==> config.mk <==
export PLATFORM = sky130hd
export DESIGN_NAME = aes_key_expand
export DESIGN_NICKNAME = d
export VERILOG_FILES = /design/src/rtl/aes_key_expand.sv
export SDC_FILE = /design/constraint.sdc
export NUM_CORES = 2
export LEC_CHECK = 0
export BUFFER_PORTS_ARGS = -buffer_cell sky130_fd_sc_hd__buf_4
export CAP_MARGIN = 20
export CELL_PAD_IN_SITES_DETAIL_PLACEMENT = 0
export CELL_PAD_IN_SITES_GLOBAL_PLACEMENT = 2
export CORE_ASPECT_RATIO = 2
export CORE_MARGIN = 4
export CORE_UTILIZATION = 43
export CTS_CLUSTER_SIZE = 16
export DETAILED_ROUTE_END_ITERATION = 8
export PLACE_DENSITY_LB_ADDON = 0.2
export SETUP_SLACK_MARGIN = 0.5
export SLEW_MARGIN = 10
export SYNTH_ARGS = -nofsm -noshare
export SYNTH_HDL_FRONTEND = slang
export SYNTH_SLANG_ARGS = --single-unit
==> constraint.sdc <==
create_clock -name clk -period 56 [get_ports clk]
set_input_delay 5.6 -clock clk [delete_from_list [all_inputs] [get_ports clk]]
set_output_delay 5.6 -clock clk [all_outputs]
set_load 0.005 [all_outputs]
==> src/rtl/aes_key_expand.sv <==
// AES-128 key schedule: presents round keys 0..10 on rkey/addr, one per clock, after a start request.
// Optional abort input is compiled in when KEY_EXPAND_ABORT_EN is defined.
module aes_key_expand #(
   parameter logic [3:0] IDLE_ADDR = 4'hF
) (
   input  logic         clk,
   input  logic         rst,
   input  logic         start,
   input  logic [127:0] key,
`ifdef KEY_EXPAND_ABORT_EN
   input  logic         abort,
`endif
   output logic [127:0] rkey,
   output logic [3:0]   addr,
   output logic         busy,
   output logic         done
);

   typedef enum logic {IDLE = 1'b0, EXPAND = 1'b1} state_t;

   state_t       state_r;
   logic [3:0]   round_r;
   logic [127:0] next_rkey_s;
   logic         abort_s;

   function automatic logic [7:0] gf_mul(input logic [7:0] a, input logic [7:0] b);
      logic [7:0] acc;
      logic [7:0] sh;
      acc = 8'h00;
      sh  = a;
      for (int i = 0; i < 8; i++) begin
         acc = acc ^ (sh & {8{b[i]}});
         sh  = {sh[6:0], 1'b0} ^ (8'h1b & {8{sh[7]}});
      end
      return acc;
   endfunction

   // x^254 is the multiplicative inverse in GF(2^8) and maps 0 to 0
   function automatic logic [7:0] gf_inv(input logic [7:0] x);
      logic [7:0] sq;
      logic [7:0] p;
      sq = gf_mul(x, x);
      p  = sq;
      for (int k = 2; k < 8; k++) begin
         sq = gf_mul(sq, sq);
         p  = gf_mul(p, sq);
      end
      return p;
   endfunction

   function automatic logic [7:0] sbox(input logic [7:0] x);
      logic [7:0] b;
      b = gf_inv(x);
      return b ^ {b[6:0], b[7]} ^ {b[5:0], b[7:6]} ^ {b[4:0], b[7:5]} ^ {b[3:0], b[7:4]} ^ 8'h63;
   endfunction

   function automatic logic [31:0] sub_word(input logic [31:0] w);
      return {sbox(w[31:24]), sbox(w[23:16]), sbox(w[15:8]), sbox(w[7:0])};
   endfunction

   function automatic logic [7:0] rcon(input logic [3:0] n);
      logic [7:0] r;
      case (n)
         4'd1:    r = 8'h01;
         4'd2:    r = 8'h02;
         4'd3:    r = 8'h04;
         4'd4:    r = 8'h08;
         4'd5:    r = 8'h10;
         4'd6:    r = 8'h20;
         4'd7:    r = 8'h40;
         4'd8:    r = 8'h80;
         4'd9:    r = 8'h1b;
         4'd10:   r = 8'h36;
         default: r = 8'h00;
      endcase
      return r;
   endfunction

`ifdef KEY_EXPAND_ABORT_EN
   assign abort_s = abort;
`else
   assign abort_s = 1'b0;
`endif

   // Next round key derived from the currently presented one
   always_comb begin
      logic [31:0] w0_s, w1_s, w2_s, w3_s;
      w0_s = rkey[127:96] ^ sub_word({rkey[23:0], rkey[31:24]}) ^ {rcon(round_r + 4'd1), 24'h000000};
      w1_s = rkey[95:64] ^ w0_s;
      w2_s = rkey[63:32] ^ w1_s;
      w3_s = rkey[31:0]  ^ w2_s;
      next_rkey_s = {w0_s, w1_s, w2_s, w3_s};
   end

   // Sequencer: capture key on start, then step one round per clock up to round 10
   always_ff @(posedge clk or negedge rst) begin
      if (!rst) begin
         state_r <= IDLE;
         round_r <= 4'd0;
         rkey    <= 128'h0;
         addr    <= IDLE_ADDR;
         busy    <= 1'b0;
         done    <= 1'b0;
      end else begin
         case (state_r)
            IDLE: begin
               if (start) begin
                  state_r <= EXPAND;
                  round_r <= 4'd0;
                  rkey    <= key;
                  addr    <= 4'd0;
                  busy    <= 1'b1;
                  done    <= 1'b0;
               end else begin
                  addr    <= IDLE_ADDR;
                  busy    <= 1'b0;
                  done    <= 1'b0;
               end
            end
            EXPAND: begin
               if (abort_s || (round_r == 4'd10)) begin
                  state_r <= IDLE;
                  round_r <= 4'd0;
                  addr    <= IDLE_ADDR;
                  busy    <= 1'b0;
                  done    <= 1'b0;
               end else begin
                  round_r <= round_r + 4'd1;
                  addr    <= round_r + 4'd1;
                  rkey    <= next_rkey_s;
                  done    <= (round_r == 4'd9);
               end
            end
            default: begin
               state_r <= IDLE;
               round_r <= 4'd0;
               addr    <= IDLE_ADDR;
               busy    <= 1'b0;
               done    <= 1'b0;
            end
         endcase
      end
   end

endmodule

==> implementation parameters <==
Parameter                              Value

Hold path
  Hold wc startpoint    busy
  Hold path depth    2
  Worst Hold Class    flop to flop
  Worst Hold Endpoint    busy

Route
  Routed Wire Length    272.2 mm
  Overall via count from detail_route    65,940
  First DRT Iteration DRCs    4,107
  WL per Instance    23.69 um
  Via count normalized by instance count    5.739
  Final antenna-violating net count    0
  DRT Pass-1 Iters    8
  Number of remaining DRC errors    0

Clock tree
  Worst-case clock buffer depth    2
  Number of cells upsized or downsized after cts    0
  CTS Buf Count    17
  Number of buffers added to fix hold violations after cts    0
  Worst-Skew Late Latency    0.53 ns
  Clock slew at the register clock pins of the worst setup and hold paths    0.09 ns
  Clock tree from TritonCTS    done
  CTS Root Buffer Type    sky130_fd_sc_hd__clkbuf_16
  H-tree depth    4
  Clock Sink Count    139
  Setup bufs post-CTS    0

STA
  Hold Violations, Final    0
  Min Tclk post-route    25.30 ns
  Final Skew    0.03251 ns
  Achievable frequency    39.53 MHz
  Setup repair after global routing missed its margin    false
  Final clock period utilization by the worst path    0.4518
  Total of endpoints with negative setup slack in the final report    0
  Setup TNS Final    0 ns
  Final worst hold slack    0.5042 ns
  Slew @ Worst Pin    1.111 ns
  Final-report max-slew violation count    0
  Worst relative slew slack    0.2537

Setup path
  Data required time of the worst path    56.41 ns
  Critical path type    flop to flop
  Library cell appearing most often on the critical path    sky130_fd_sc_hd__ha_1
  Count of cells along the worst register-to-register path    72
  Slowest library cell on the worst path    sky130_fd_sc_hd__ha_1
  Worst reg2reg path endpoint    rkey[27]
  Crit path max fanout    23
  WP data arrival    25.71 ns
  Startpoint types    flop
  Startpoint of the worst register-to-register path    rkey[23]
  Setup slack of the most critical reg-to-reg path    30.70 ns
  Critical Path Max Stage Delay    0.77 ns
  CP Capture Type    flop

Synth
  Post-synthesis area per instance    7.891 um2
  Synthesis-stage register bit count    139
  Proportion of synthesized chip area in sequential cells    0.04747
  Share of synthesized registers carrying an async set or reset    1.000
  Number of nets produced by synthesis    9,681
  Count leader, synth    sky130_fd_sc_hd__xnor2_1
  Cell Area, Synth    73,370 um2
  Cells taking the most area after synthesis    sky130_fd_sc_hd__xnor2_1, sky130_fd_sc_hd__xnor3_1, sky130_fd_sc_hd__nor2_1
  Synth Warn #    0
  Synthesized instance count    9,298
  Count of different cell masters after synthesis    121
  Yosys top cell area share    0.2175
  Leading post-synthesis cells by instance count    sky130_fd_sc_hd__xnor2_1, sky130_fd_sc_hd__nor2_1, sky130_fd_sc_hd__nand2_1, sky130_fd_sc_hd__xor2_1, sky130_fd_sc_hd__xnor3_1
  Synth Flop Type    sky130_fd_sc_hd__dfrtp_1
  Post-synthesis cell type with the largest combined area    sky130_fd_sc_hd__xnor2_1
  Count of flip-flops with a built-in enable after synthesis    0

Floorplan
  Row count    214
  # IOs    265
  Width of the die    300.1 um
  Starting Density    0.4322
  Core Region    169,800 um2
  DIE AREA    177,700 um2
  Chip height    592.2 um

Placed design
  Gp weighted congestion    0.9304
  Total half-perimeter wirelength after legalization and detailed placement    214.5 mm
  Port-buffer cells    264

Finish
  Area growth, synth to finish    6.541%
  Fraction of final layout cells with drive strength greater than 1    0.1020
  Nets    9,583
  Final-layout fill cell count    17,310

Global routing
  All-layer global routing usage    0.2956
  Via count of the first global-routing pass    66,300
  Remaining Overflow, GRT    0
  Global-route wire length before repair    410.3 mm
  Number of antenna violations at the first check in global routing    11
  Largest net degree at the start of global routing    79

Run status
  Status    finished, final reports clean

Flow run
  Max cap viols    0
[sequential cells by signal, summed over array words and instances (netlist names)]
signal,flops
busy,1
state_r,1
done,1
round_r,4
rkey,128
addr,4
[critical path, delay by kind of cell, from the launching register on]
kind / cells / cell delay (ns)
xor gates and xnor gates: 24 / 8.50
adders and majority gates: 13 / 7.00
buffers and inverters: 15 / 4.15
AOI/OAI and AO/OA: 13 / 2.82
and+or+nand+nor: 7 / 1.90
DFF: 1 / 0.74
[layout make-up]
cell class	count	area [um2]	share of cell area
Multi-Input combinational cell	8253	66380	0.8491
Timing Repair Buffer	497	3737	0.04781
Sequential cell	139	3487	0.04461
Tap cell	2268	2838	0.03630
Inverter	292	1101	0.01409
Clock buffer	17	425.4	0.005442
Clock inverter	15	183.9	0.002353
Antenna cell	8	20.02	0.0002561
[worst max-delay path by stage]
stage | start | end | slack [ns] | cells after the start
2_1_floorplan | rkey[30] | rkey[69] | 35.15 | 93
3_3_place_gp | rkey[23] | rkey[27] | 30.70 | 72
3_5_place_dp | rkey[23] | rkey[27] | 30.67 | 72
4_1_cts | rkey[23] | rkey[27] | 30.55 | 72
5_1_grt | rkey[23] | rkey[27] | 29.32 | 73
6_report | rkey[23] | rkey[27] | 30.70 | 72
[per-layer routing]
metal / up-vias / wire [um] / global-route usage
met2: 2007 / 145500 / 0.5748
met1: 32000 / 97970 / 0.3078
met5: - / 27 / 0
li1: 31290 / - / -
met4: 4 / 16590 / 0.1553
met3: 644 / 12080 / 0.03421
[kinds of logic (layout without fill, tap and decap cells)]
group,Yosys count,after routing,share of synthesized area
AND/OR/NAND/NOR,3174,3174,0.1886
XOR/XNOR,3099,3099,0.4988
AO/OA/AOI/OAI,1525,1525,0.1411
buffers and inverters,906,821,0.05247
adder cells (fa/ha/maj),252,252,0.04297
multiplexers,203,203,0.02851
flip-flops,139,139,0.04747
other,0,8,0
[per-stage QoR]
stage / util / cells / instance area [um2] / worst slack (ns)
floorplan: - / 9298 / 73370 / 35.15
global placement: 0.4567 / 11450 / 77520 / 30.70
detailed placement: 0.4567 / 11450 / 77520 / 30.67
CTS: 0.4602 / 11480 / 78130 / 30.55
global route: 0.4604 / 11480 / 78160 / 29.32
finish: 0.4605 / 11490 / 78170 / 30.70
[layout by cell type, fill, tap and decap left out, types with 173 or more instances in the layout]
master,netlist,final
sky130_fd_sc_hd__nor2_1,1306,1305
sky130_fd_sc_hd__xnor2_1,1822,1785
sky130_fd_sc_hd__nand2_1,1003,1001
sky130_fd_sc_hd__buf_4,49,495
sky130_fd_sc_hd__xnor3_1,449,449
sky130_fd_sc_hd__ha_1,252,252
sky130_fd_sc_hd__a21oi_1,339,338
sky130_fd_sc_hd__xor2_1,553,551
sky130_fd_sc_hd__mux2i_1,173,173
sky130_fd_sc_hd__inv_1,199,199
sky130_fd_sc_hd__o21ai_0,269,269
sky130_fd_sc_hd__nor3_1,229,229
Power is not shown: default switching activity piles up to over one toggle a cycle in this logic, so the estimate is an artifact.
